<file path="src/rtl/alu_arbiter.sv">
// Round-robin arbiter that shares one combinational ALU between two requesters.
// The ALU result is captured in a one-entry response buffer with a valid/ready handshake.
module alu_arbiter #(
  parameter int WIDTH = 32,
  parameter int OP_W  = 4
) (
  input  logic             clk,
  input  logic             rst,
  input  logic             req0_valid,
  input  logic [WIDTH-1:0] req0_op1,
  input  logic [WIDTH-1:0] req0_op2,
  input  logic [OP_W-1:0]  req0_alu_op,
  output logic             req0_ready,
  input  logic             req1_valid,
  input  logic [WIDTH-1:0] req1_op1,
  input  logic [WIDTH-1:0] req1_op2,
  input  logic [OP_W-1:0]  req1_alu_op,
  output logic             req1_ready,
  output logic [WIDTH-1:0] alu_op1,
  output logic [WIDTH-1:0] alu_op2,
  output logic [OP_W-1:0]  alu_ctrl,
  input  logic [WIDTH-1:0] alu_result,
  input  logic             alu_zero,
  output logic             rsp_valid,
  input  logic             rsp_ready,
  output logic             rsp_id,
  output logic [WIDTH-1:0] rsp_result,
  output logic             rsp_zero,
  output logic             rsp_err
);

  // Handshakes: a transfer happens on a rising edge where valid and ready are both high.
  // reqN_ready is combinational and never asserted without reqN_valid; rsp_valid stays
  // high with stable payload until rsp_ready is seen.

  typedef enum logic {EMPTY = 1'b0, FULL = 1'b1} state_t;

  localparam logic [OP_W-1:0] IDLE_CTRL = OP_W'(4'b0010);

  state_t state, state_next;
  logic   last_grant;
  logic   can_issue;
  logic   sel_valid;
  logic   sel_id;
  logic   grant;
  logic   sel_legal;

  function automatic logic is_legal(input logic [OP_W-1:0] code);
    logic ok;
    case (code)
      OP_W'(4'b0000), OP_W'(4'b0001), OP_W'(4'b0010), OP_W'(4'b0110),
      OP_W'(4'b0100), OP_W'(4'b0101), OP_W'(4'b1000), OP_W'(4'b1001),
      OP_W'(4'b1010): ok = 1'b1;
      default:        ok = 1'b0;
    endcase
    return ok;
  endfunction

  // Selection ignores backpressure so the ALU always sees the pending winner's operands.
  always_comb begin
    sel_valid = req0_valid | req1_valid;
    sel_id    = 1'b0;
    if (req0_valid && req1_valid) begin
      sel_id = ~last_grant;
    end else if (req1_valid) begin
      sel_id = 1'b1;
    end
  end

  always_comb begin
    can_issue = (state == EMPTY) || rsp_ready;
    grant     = rst && sel_valid && can_issue;
    req0_ready = grant && (sel_id == 1'b0);
    req1_ready = grant && (sel_id == 1'b1);
  end

  always_comb begin
    alu_op1  = '0;
    alu_op2  = '0;
    alu_ctrl = IDLE_CTRL;
    if (rst && sel_valid) begin
      if (sel_id) begin
        alu_op1  = req1_op1;
        alu_op2  = req1_op2;
        alu_ctrl = req1_alu_op;
      end else begin
        alu_op1  = req0_op1;
        alu_op2  = req0_op2;
        alu_ctrl = req0_alu_op;
      end
    end
  end

  assign sel_legal = is_legal(alu_ctrl);

  always_comb begin
    state_next = state;
    if (grant) begin
      state_next = FULL;
    end else if (state == FULL && rsp_ready) begin
      state_next = EMPTY;
    end
  end

  assign rsp_valid = (state == FULL);

  always_ff @(posedge clk) begin
    if (!rst) begin
      state      <= EMPTY;
      last_grant <= 1'b1;
      rsp_id     <= 1'b0;
      rsp_result <= '0;
      rsp_zero   <= 1'b0;
      rsp_err    <= 1'b0;
    end else begin
      state <= state_next;
      if (grant) begin
        last_grant <= sel_id;
        rsp_id     <= sel_id;
        // Illegal codes are still consumed; the ALU output is meaningless, so report zeros.
        rsp_result <= sel_legal ? alu_result : '0;
        rsp_zero   <= sel_legal ? alu_zero : 1'b0;
        rsp_err    <= ~sel_legal;
      end
    end
  end

endmodule
</file>
<file path="config.mk">
export PLATFORM = sky130hd
export DESIGN_NAME = alu_arbiter
export DESIGN_NICKNAME = d
export VERILOG_FILES = /design/src/rtl/alu_arbiter.sv
export SDC_FILE = /design/constraint.sdc
export NUM_CORES = 1
export LEC_CHECK = 0
export ABC_CLOCK_PERIOD_IN_PS = 2400
export CAP_MARGIN = 40
export CELL_PAD_IN_SITES_DETAIL_PLACEMENT = 1
export CELL_PAD_IN_SITES_GLOBAL_PLACEMENT = 1
export CORE_MARGIN = 2
export CORE_UTILIZATION = 16
export CTS_BUF_LIST = sky130_fd_sc_hd__clkbuf_4 sky130_fd_sc_hd__clkbuf_8
export DETAILED_ROUTE_END_ITERATION = 10
export GPL_TIMING_DRIVEN = 0
export PLACE_DENSITY = 0.88
export SETUP_SLACK_MARGIN = 0.5
export SLEW_MARGIN = 10
export SYNTH_ARGS = -nofsm -noshare
export SYNTH_HDL_FRONTEND = slang
export SYNTH_SLANG_ARGS = --single-unit
</file>
<file path="constraint.sdc">
create_clock -name clk -period 2.4 [get_ports clk]
set_clock_uncertainty 0.15 [all_clocks]
set_input_delay 0.48 -clock clk [delete_from_list [all_inputs] [get_ports clk]]
set_output_delay 0.48 -clock clk [all_outputs]
set_load 0.005 [all_outputs]
</file>
==> out/qor.yml, run 1 <==
num-nets-final: 825
routed_via_density: 4.57
synth_top_area_share_pct: 33.5
endpoint_kind: "output port"
status: "finished clean"
cap_violations: 0
yosysWarningCount: 0
cts_made_buffers: 5
critical_path_arrival_ps: 1620
cts_tree: "built"
dieArea_um2: 14800
core_um2: 13300
hold_path_class: "in2reg"
gp_congestion: 0.766
irDropWorstVdd_v: 0.000360
p_leak_nw: 2.86
slew_headroom_pct: 81.5
drtAntennaViolNets: 0
critPathKind: "reg2out"
io_buffers: 279
r2r_start: "last_grant"
hold_viol_final: 0
grt_pass1_wl_mm: 22.9
period_minus_slack_ps: 2250
row_count: 42
fin_util_pct: 49.3
cts.clk_slew.worst_paths_ps: 70
startpoint: "last_grant"
min_path_cells: 2
timing.final.max_slew_violations: 0
netlist_instances: 324
avgSynthCellArea_um2: 6.82
min_to: "rsp_valid"
grt_pass1_vias: 4115
power.density_nw_per_um2: 381
ys_ff_latch: 37
start_util_pct: 16.6
grt_max_degree: 13
synth_cell_types: 25
clk_latency_ps: 290
hold_start: "req0_valid"
final_common_cell: "clkdlybuf4s50_1"
area_growth_syn_to_layout_pct: 198
clk_path_buf_depth: 2
cts-root-buf: "clkbuf_8"
startpoint_type: "register"
ys_seq_area_share_pct: 33.5
clock_sinks: 37
worst_pin_slew_ps: 278
yosysTopAreaCell: "dfxtp_1"
overflow: 0
grt_setup_unrepaired: "yes"
fin_crit_sh_pct: 93.9
fin_ws_ps: 145
drive_above_1_share_pct: 47.1
worstPathMaxFanout: 5
layout_common_cells: "197 x clkdlybuf4s50_1, 66 x buf_2, 61 x nand2_1"
dieWidth_um: 122
fp.dieH_um: 122
syn_nets: 498
io_pins: 280
reg2reg_to: "rsp_result[21]"
drc: 0
num_vias: 3793
htreeDepth: 2
final-instance-count-excl-fill: 830
rrSetupSlack_ps: 280
drt_iter0_drc: 118
wl_mm: 16.6
finalSetupViolations: 0
critPathRequiredTime_ps: 1770
grt_usage_pct: 19.7
placed_cells: 779
dp_slack_ps: -1040
max_freq_mhz: 444
ctsHoldBuffers: 0
yosys-top-cells-area: "dfxtp_1 34%, nand2_1 23%, a21oi_1 14%, a22o_1 13%, clkbuf_1 3.7%"
wl_per_cell_um: 20.0
antenna_found_initial: 2
drtPass1Iterations: 4
hpwlAfterDp_mm: 11.1
syn_area_um2: 2210
fill_cells: 1534
r2r_cells: 10
[registers in the layout, indices dropped and copies added (netlist names)]
register	flops
last_grant	1
rsp_err	1
rsp_id	1
rsp_result	32
rsp_valid	1
rsp_zero	1
[synth_stat cells (all sizes together)]
library cell  number
and2               1
inv                2
or2                1
nor2               3
a21bo              1
o21ai              2
o32a               1
clkbuf            22
a21oi             64
o32ai              3
o31a               1
nand2            137
a21boi             2
nand3              1
buf                8
dfxtp             37
a22o              33
nand2b             2
a221oi             1
nor2b              2
[critical path: stages, from the launching register on]
cell and delay [ps]:
dfxtp_4 380, a21bo_4 190, buf_6 170, clkbuf_16 160, nand2_1 110, a21oi_2 190, buf_2 140
[cell type report]
cell class                 instances  area, µm²  share of cell area (%)
timing repair buffer             320       2980                    45.3
multi-input combinational        255       2040                    31.1
sequential                        37        746                    11.3
buffer                            30        458                    6.96
tap                              176        220                    3.35
clock buffer                       6       76.3                    1.16
clock inverter                     2       38.8                   0.590
inverter                           2       7.51                   0.114
antenna                            2       5.00                  0.0761
[report_power, final]
group / leakage, nW / switching [mW] / internal [mW]
Combinational: 2.50 / 0.499 / 0.741
Clock: 0.0588 / 0.235 / 0.323
Sequential: 0.306 / 0.0346 / 0.671
[per-layer routing]
metal	part of all wire, %	vias up	track usage, %
li1	-	1757	-
met1	37	1801	21.2
met2	52	190	37.6
met3	7.4	45	4.98
met4	3.5	0	6.11
met5	0	-	0
[cell families (layout without fill, tap and decap cells)]
| logic type | Yosys count | in the layout | synth area share [%] |
|---|---|---|---|
| simple gates | 147 | 147 | 25.8 |
| compound gates | 108 | 108 | 34.0 |
| flops | 37 | 37 | 33.5 |
| buf+inv | 32 | 360 | 6.68 |
| other cells | 0 | 2 | 0 |
[stage by stage]
step	setup TNS (ps)	instance area [µm²]	total power, mW	hold slack, ps
6_report	0	6580	2.50	306
5_1_grt	0	6580	2.62	314
4_1_cts	0	6190	2.39	306
3_5_place_dp	-75200	5280	1.64	305
3_3_place_gp	-66870	5280	1.61	306
2_1_floorplan	0	2260	1.00	310
[repair_timing]
item / 4_1_cts / 5_1_grt
buffers inserted: 22 / 5
cloned: 9 / 5
endpoints found under the setup margin: 104 / 104
pin swaps: 72 / 57
gates resized for setup: 484 / 102
[how the worst max path moves through the flow]
stage	to	slack, ps
floorplan	alu_op1[0]	480
global placement	alu_op2[3]	-890
detailed placement	alu_op1[14]	-1040
CTS	alu_op1[13]	150
global route	alu_op2[30]	90
finish	alu_op2[30]	150
No activity file was read; power rests on OpenSTA's default activity.
==> run 2: changes to the inputs <==
- PLACE_DENSITY: 0.88 -> 0.89
==> out/qor.yml, run 2 (synthesized netlist as in run 1, its figures left out) <==
fp.dieH_um: 122  # unchanged
routed_via_density: 4.55  # -0.50%
worst_pin_slew_ps: 324  # +45.7 ps
dieArea_um2: 14800  # unchanged
timing.final.max_slew_violations: 0  # unchanged
critical_path_arrival_ps: 1610  # about the same
clk_path_buf_depth: 2  # unchanged
multiInputGateArea_um2: 1830  # -10%
dieWidth_um: 122  # unchanged
reg2reg_to: "rsp_result[27]"
ctsHoldBuffers: 0  # unchanged
clk_latency_ps: 290  # about the same
critPathRequiredTime_ps: 1770  # about the same
p_leak_nw: 2.77  # -3.3%
drc: 0  # unchanged
wl_per_cell_um: 19.3  # -3.2%
startpoint_type: "primary input"
cap_violations: 0  # unchanged
final_area_um2: 6370  # -3.1%
hold_path_class: "in2reg"
dp_slack_ps: -1080  # -37.6 ps
gp_congestion: 0.738  # -3.7%
largest_reg_flops: 32  # unchanged
grt_setup_unrepaired: "yes"
cts.clk_slew.worst_paths_ps: 80  # about the same
clock_sinks: 37  # unchanged
layout_common_cells: "200 x clkdlybuf4s50_1, 88 x nand2_1, 62 x buf_2"
drt_iter0_drc: 117  # -0.85%
status: "finished clean"
row_count: 42  # unchanged
grt_pass1_wl_mm: 22.2  # -3.2%
hold_start: "req1_valid"
cts-root-buf: "clkbuf_8"
finalSetupViolations: 0  # unchanged
fin_ws_ps: 162  # +16.6 ps
fin_util_pct: 47.8  # -1.5 points
final-instance-count-excl-fill: 837  # +0.84%
worstPathMaxFanout: 10  # +5
r2r_cells: 10  # unchanged
seq_area_um2: 746  # unchanged
netSwitchingPower_mw: 0.742  # -3.5%
rrSetupSlack_ps: 250  # -30 ps
antenna_found_initial: 1  # -1
drtAntennaViolNets: 0  # unchanged
min_path_cells: 2  # unchanged
p_comb_share_pct: 50.8  # +1.3 points
whs_ps: 324  # +18.3 ps
slew_headroom_pct: 78.4  # -3.0 points
drive_above_1_share_pct: 41.2  # -5.9 points
htreeDepth: 2  # unchanged
overflow: 0  # unchanged
min_to: "rsp_valid"
p_int_mw: 1.61  # -7.2%
placed_cells: 779  # unchanged
num_vias: 3806  # +0.34%
period_minus_slack_ps: 2240  # -16.6 ps
hold_viol_final: 0  # unchanged
endpoint_kind: "output port"
area_growth_syn_to_layout_pct: 189
grt_max_degree: 14  # +1
start_util_pct: 16.6  # unchanged
max_freq_mhz: 447  # +0.74%
core_um2: 13300  # unchanged
switching_share_pct: 31.5  # +0.85 points
wl_mm: 16.2  # -2.4%
io_buffers: 279  # unchanged
fill_cells: 1556  # +1.4%
fin_crit_sh_pct: 93.3  # -0.69 points
io_pins: 280  # unchanged
power.density_nw_per_um2: 369  # -3.1%
irDropWorstVdd_v: 0.000412  # +15%
grt_usage_pct: 19.4  # -0.34 points
pwr-share-seq_pct: 30.0  # +1.8 points
power_frac_clock_pct: 19.2  # -3.1 points
critPathKind: "in2out"
cts_tree: "built"
placed_area_um2: 5280  # unchanged
grt_pass1_vias: 4086  # -0.70%
regMostFlops: "rsp_result"
final_common_cell: "clkdlybuf4s50_1"
fin_tns_setup_ps: 0  # unchanged
total_power_mw: 2.35  # -6.0%
hpwlAfterDp_mm: 11.3  # +1.8%
r2r_start: "last_grant"
num-nets-final: 833  # +0.97%
drtPass1Iterations: 4  # unchanged
cts_made_buffers: 5  # unchanged
## run 2: timing repair
action | 4_1_cts | 5_1_grt
pin swaps | 32 | 69
gates resized for setup | 390 | 121
buffers inserted | 19 | 15
gates cloned | 10 | 5
setup endpoints to repair | 104 | 104
## run 2: worst max path at each step
stage / slack [ps] / from / end
after floorplan: 480 / req1_valid / alu_op1[0]
after global placement: -910 / req0_valid / alu_op2[8]
after detailed placement: -1080 / req0_valid / alu_op2[5]
after CTS: 130 / last_grant / alu_op1[1]
after global routing: 70 / last_grant / alu_op1[19]
final: 160 / req1_valid / alu_op1[1]
## run 2: worst max-delay path, cell delays in order
cell	delay, ps
buf_4	140
a21bo_4	230
clkbuf_8	170
clkbuf_8	160
nand2_1	70
a21oi_2	140
clkdlybuf4s15_2	220
## run 2: power groups by stage
stage	Sequential (mW)	Combinational (mW)	Clock, mW
detailed placement	0.716	0.920	0
finish	0.705	1.20	0.452
floorplan	0.718	0.283	0
global route	0.711	1.27	0.489
global placement	0.714	0.893	0
CTS	0.705	1.08	0.464
## run 2: area by class of cell
class / instances / area share (%)
tap: 176 / 3.45
timing repair buffer: 328 / 48.1
clock inverter: 3 / 0.334
antenna: 1 / 0.0393
buffer: 30 / 6.48
inverter: 2 / 0.118
clock buffer: 5 / 1.08
sequential: 37 / 11.7
multi-input combinational: 255 / 28.7
## run 2: metal layers
layer  GRT usage, %  part of all wire (%)  vias up
li1               -                     -     1770
met2           38.3                    53      196
met1           19.3                    36     1809
met5              0                     0        -
met4           5.60                   3.1        0
met3           5.87                   7.8       31
==> run 3: changes to the inputs <==
- GPL_TIMING_DRIVEN: 0 -> unset
==> out/qor.yml, run 3 (synthesized netlist as in run 1, its figures left out) <==
placed_area_um2: 5400  # +2.3%
worstPathCellList: "buf_8 > buf_6 > a21boi_4 > buf_12 > buf_12 > buf_16 > buf_8 > nand2_1 > a21oi_2 > buf_2"
slew_headroom_pct: 69.2  # -9.3 points
dieWidth_um: 122  # unchanged
timing.final.max_slew_violations: 0  # unchanged
overflow: 0  # unchanged
start_util_pct: 16.6  # unchanged
final_common_cell: "clkdlybuf4s50_1"
fin_tns_setup_ps: 0  # unchanged
status: "finished clean"
max_freq_mhz: 418  # -6.3%
grt_pass1_wl_mm: 25.0  # +13%
fin_util_pct: 51.4  # +3.7 points
io_buffers: 279  # unchanged
wl_per_cell_um: 22.4  # +16%
regMostFlops: "rsp_result"
grt_usage_pct: 22.3  # +3.0 points
grt_setup_unrepaired: "yes"
whs_ps: 272  # -52.1 ps
grt_max_degree: 34  # +20
ctsHoldBuffers: 0  # unchanged
seq_area_um2: 744  # -0.17%
drive_above_1_share_pct: 41.4  # +0.22 points
fp.dieH_um: 122  # unchanged
multiInputGateArea_um2: 1880  # +3.0%
wl_mm: 19.0  # +18%
largest_reg_flops: 32  # unchanged
endpoint_kind: "output port"
fin_ws_ps: 10.4  # -151 ps
worst_pin_slew_ps: 458  # +134 ps
row_count: 42  # unchanged
switching_share_pct: 33.0  # +1.4 points
clk_latency_ps: 300  # about the same
period_minus_slack_ps: 2390  # +151 ps
gp_congestion: 0.790  # +7.1%
slowest_delay_ps: 160  # -70 ps
grt_pass1_vias: 4367  # +6.9%
startpoint_type: "primary input"
drtPass1Iterations: 4  # unchanged
hold_path_class: "in2reg"
irDropWorstVdd_v: 0.000402  # -2.5%
cts_tree: "built"
critPathKind: "in2out"
p_leak_nw: 2.96  # +7.1%
cts.clk_slew.worst_paths_ps: 80  # about the same
fill_cells: 1520  # -2.3%
antenna_found_initial: 1  # unchanged
cap_violations: 0  # unchanged
worstPathMaxFanout: 6  # -4
cts-root-buf: "clkbuf_8"
placed_cells: 773  # -0.77%
num-nets-final: 844  # +1.3%
final-instance-count-excl-fill: 849  # +1.4%
area_growth_syn_to_layout_pct: 211
netSwitchingPower_mw: 0.836  # +13%
finalSetupViolations: 0  # unchanged
routed_via_density: 4.75  # +4.5%
power_frac_clock_pct: 18.5  # -0.7 points
clk_path_buf_depth: 2  # unchanged
clock_sinks: 37  # unchanged
power.density_nw_per_um2: 370  # +0.16%
final_area_um2: 6860  # +7.7%
slowest_stage: "a21boi_4"
p_comb_share_pct: 53.6  # +2.8 points
num_vias: 4035  # +6.0%
htreeDepth: 2  # unchanged
fin_crit_sh_pct: 99.6  # +6.3 points
drc: 0  # unchanged
p_int_mw: 1.70  # +5.6%
dieArea_um2: 14800  # unchanged
drt_iter0_drc: 152  # +30%
cts_made_buffers: 5  # unchanged
total_power_mw: 2.54  # +7.8%
critPathRequiredTime_ps: 1770  # about the same
drtAntennaViolNets: 0  # unchanged
hpwlAfterDp_mm: 10.9  # -3.7%
pwr-share-seq_pct: 27.9  # -2.1 points
layout_common_cells: "202 x clkdlybuf4s50_1, 111 x nand2_1, 66 x buf_2"
io_pins: 280  # unchanged
hold_viol_final: 0  # unchanged
dp_slack_ps: -690  # +389 ps
critical_path_arrival_ps: 1760  # +150 ps
core_um2: 13300  # unchanged
run 3: what timing repair did:
action                     4_1_cts  5_1_grt
setup endpoints to repair      105      106
gates cloned                    16        4
buffers inserted                38        8
resized for setup              411       99
pin swaps                       10       56
run 3: worst paths after layout:
path / from / end / slack [ps] / depth (start not counted)
worst min register to register: rsp_result[0] / rsp_result[0] / 330 / 1
worst min-delay path: req1_valid / rsp_valid / 270 / 2
worst max register to register: last_grant / rsp_result[23] / 160 / 9
worst max-delay path: req0_valid / alu_op2[29] / 10 / 10
run 3: routing by layer:
layer	vias to the layer above	share of wire [%]	GRT usage, %
met2	219	52	42.3
met5	-	0	0
met4	0	4.2	7.83
met3	51	7.8	5.69
met1	1956	36	23.8
li1	1809	-	-
run 3: cell type report:
cell class / count / area share [%]
Multi-Input combinational cell: 255 / 27.5
Inverter: 2 / 0.219
Timing Repair Buffer: 369 / 56.9
Tap cell: 176 / 3.21
Sequential cell: 37 / 10.8
Clock buffer: 5 / 1.00
Antenna cell: 2 / 0.0729
Clock inverter: 3 / 0.310
run 3: worst max-delay path: cells and delay by family:
family	cells	cell delay, ps
and+or+nand+nor	1	100
buffers and inverters	7	840
AOI/OAI and AO/OA	2	320
run 3: power groups by stage:
stage	Sequential (mW)	Clock [mW]	Combinational, mW
2_1_floorplan	0.718	0	0.283
3_3_place_gp	0.714	0	0.928
3_5_place_dp	0.718	0	0.955
4_1_cts	0.706	0.464	1.21
5_1_grt	0.713	0.503	1.43
6_report	0.708	0.469	1.36
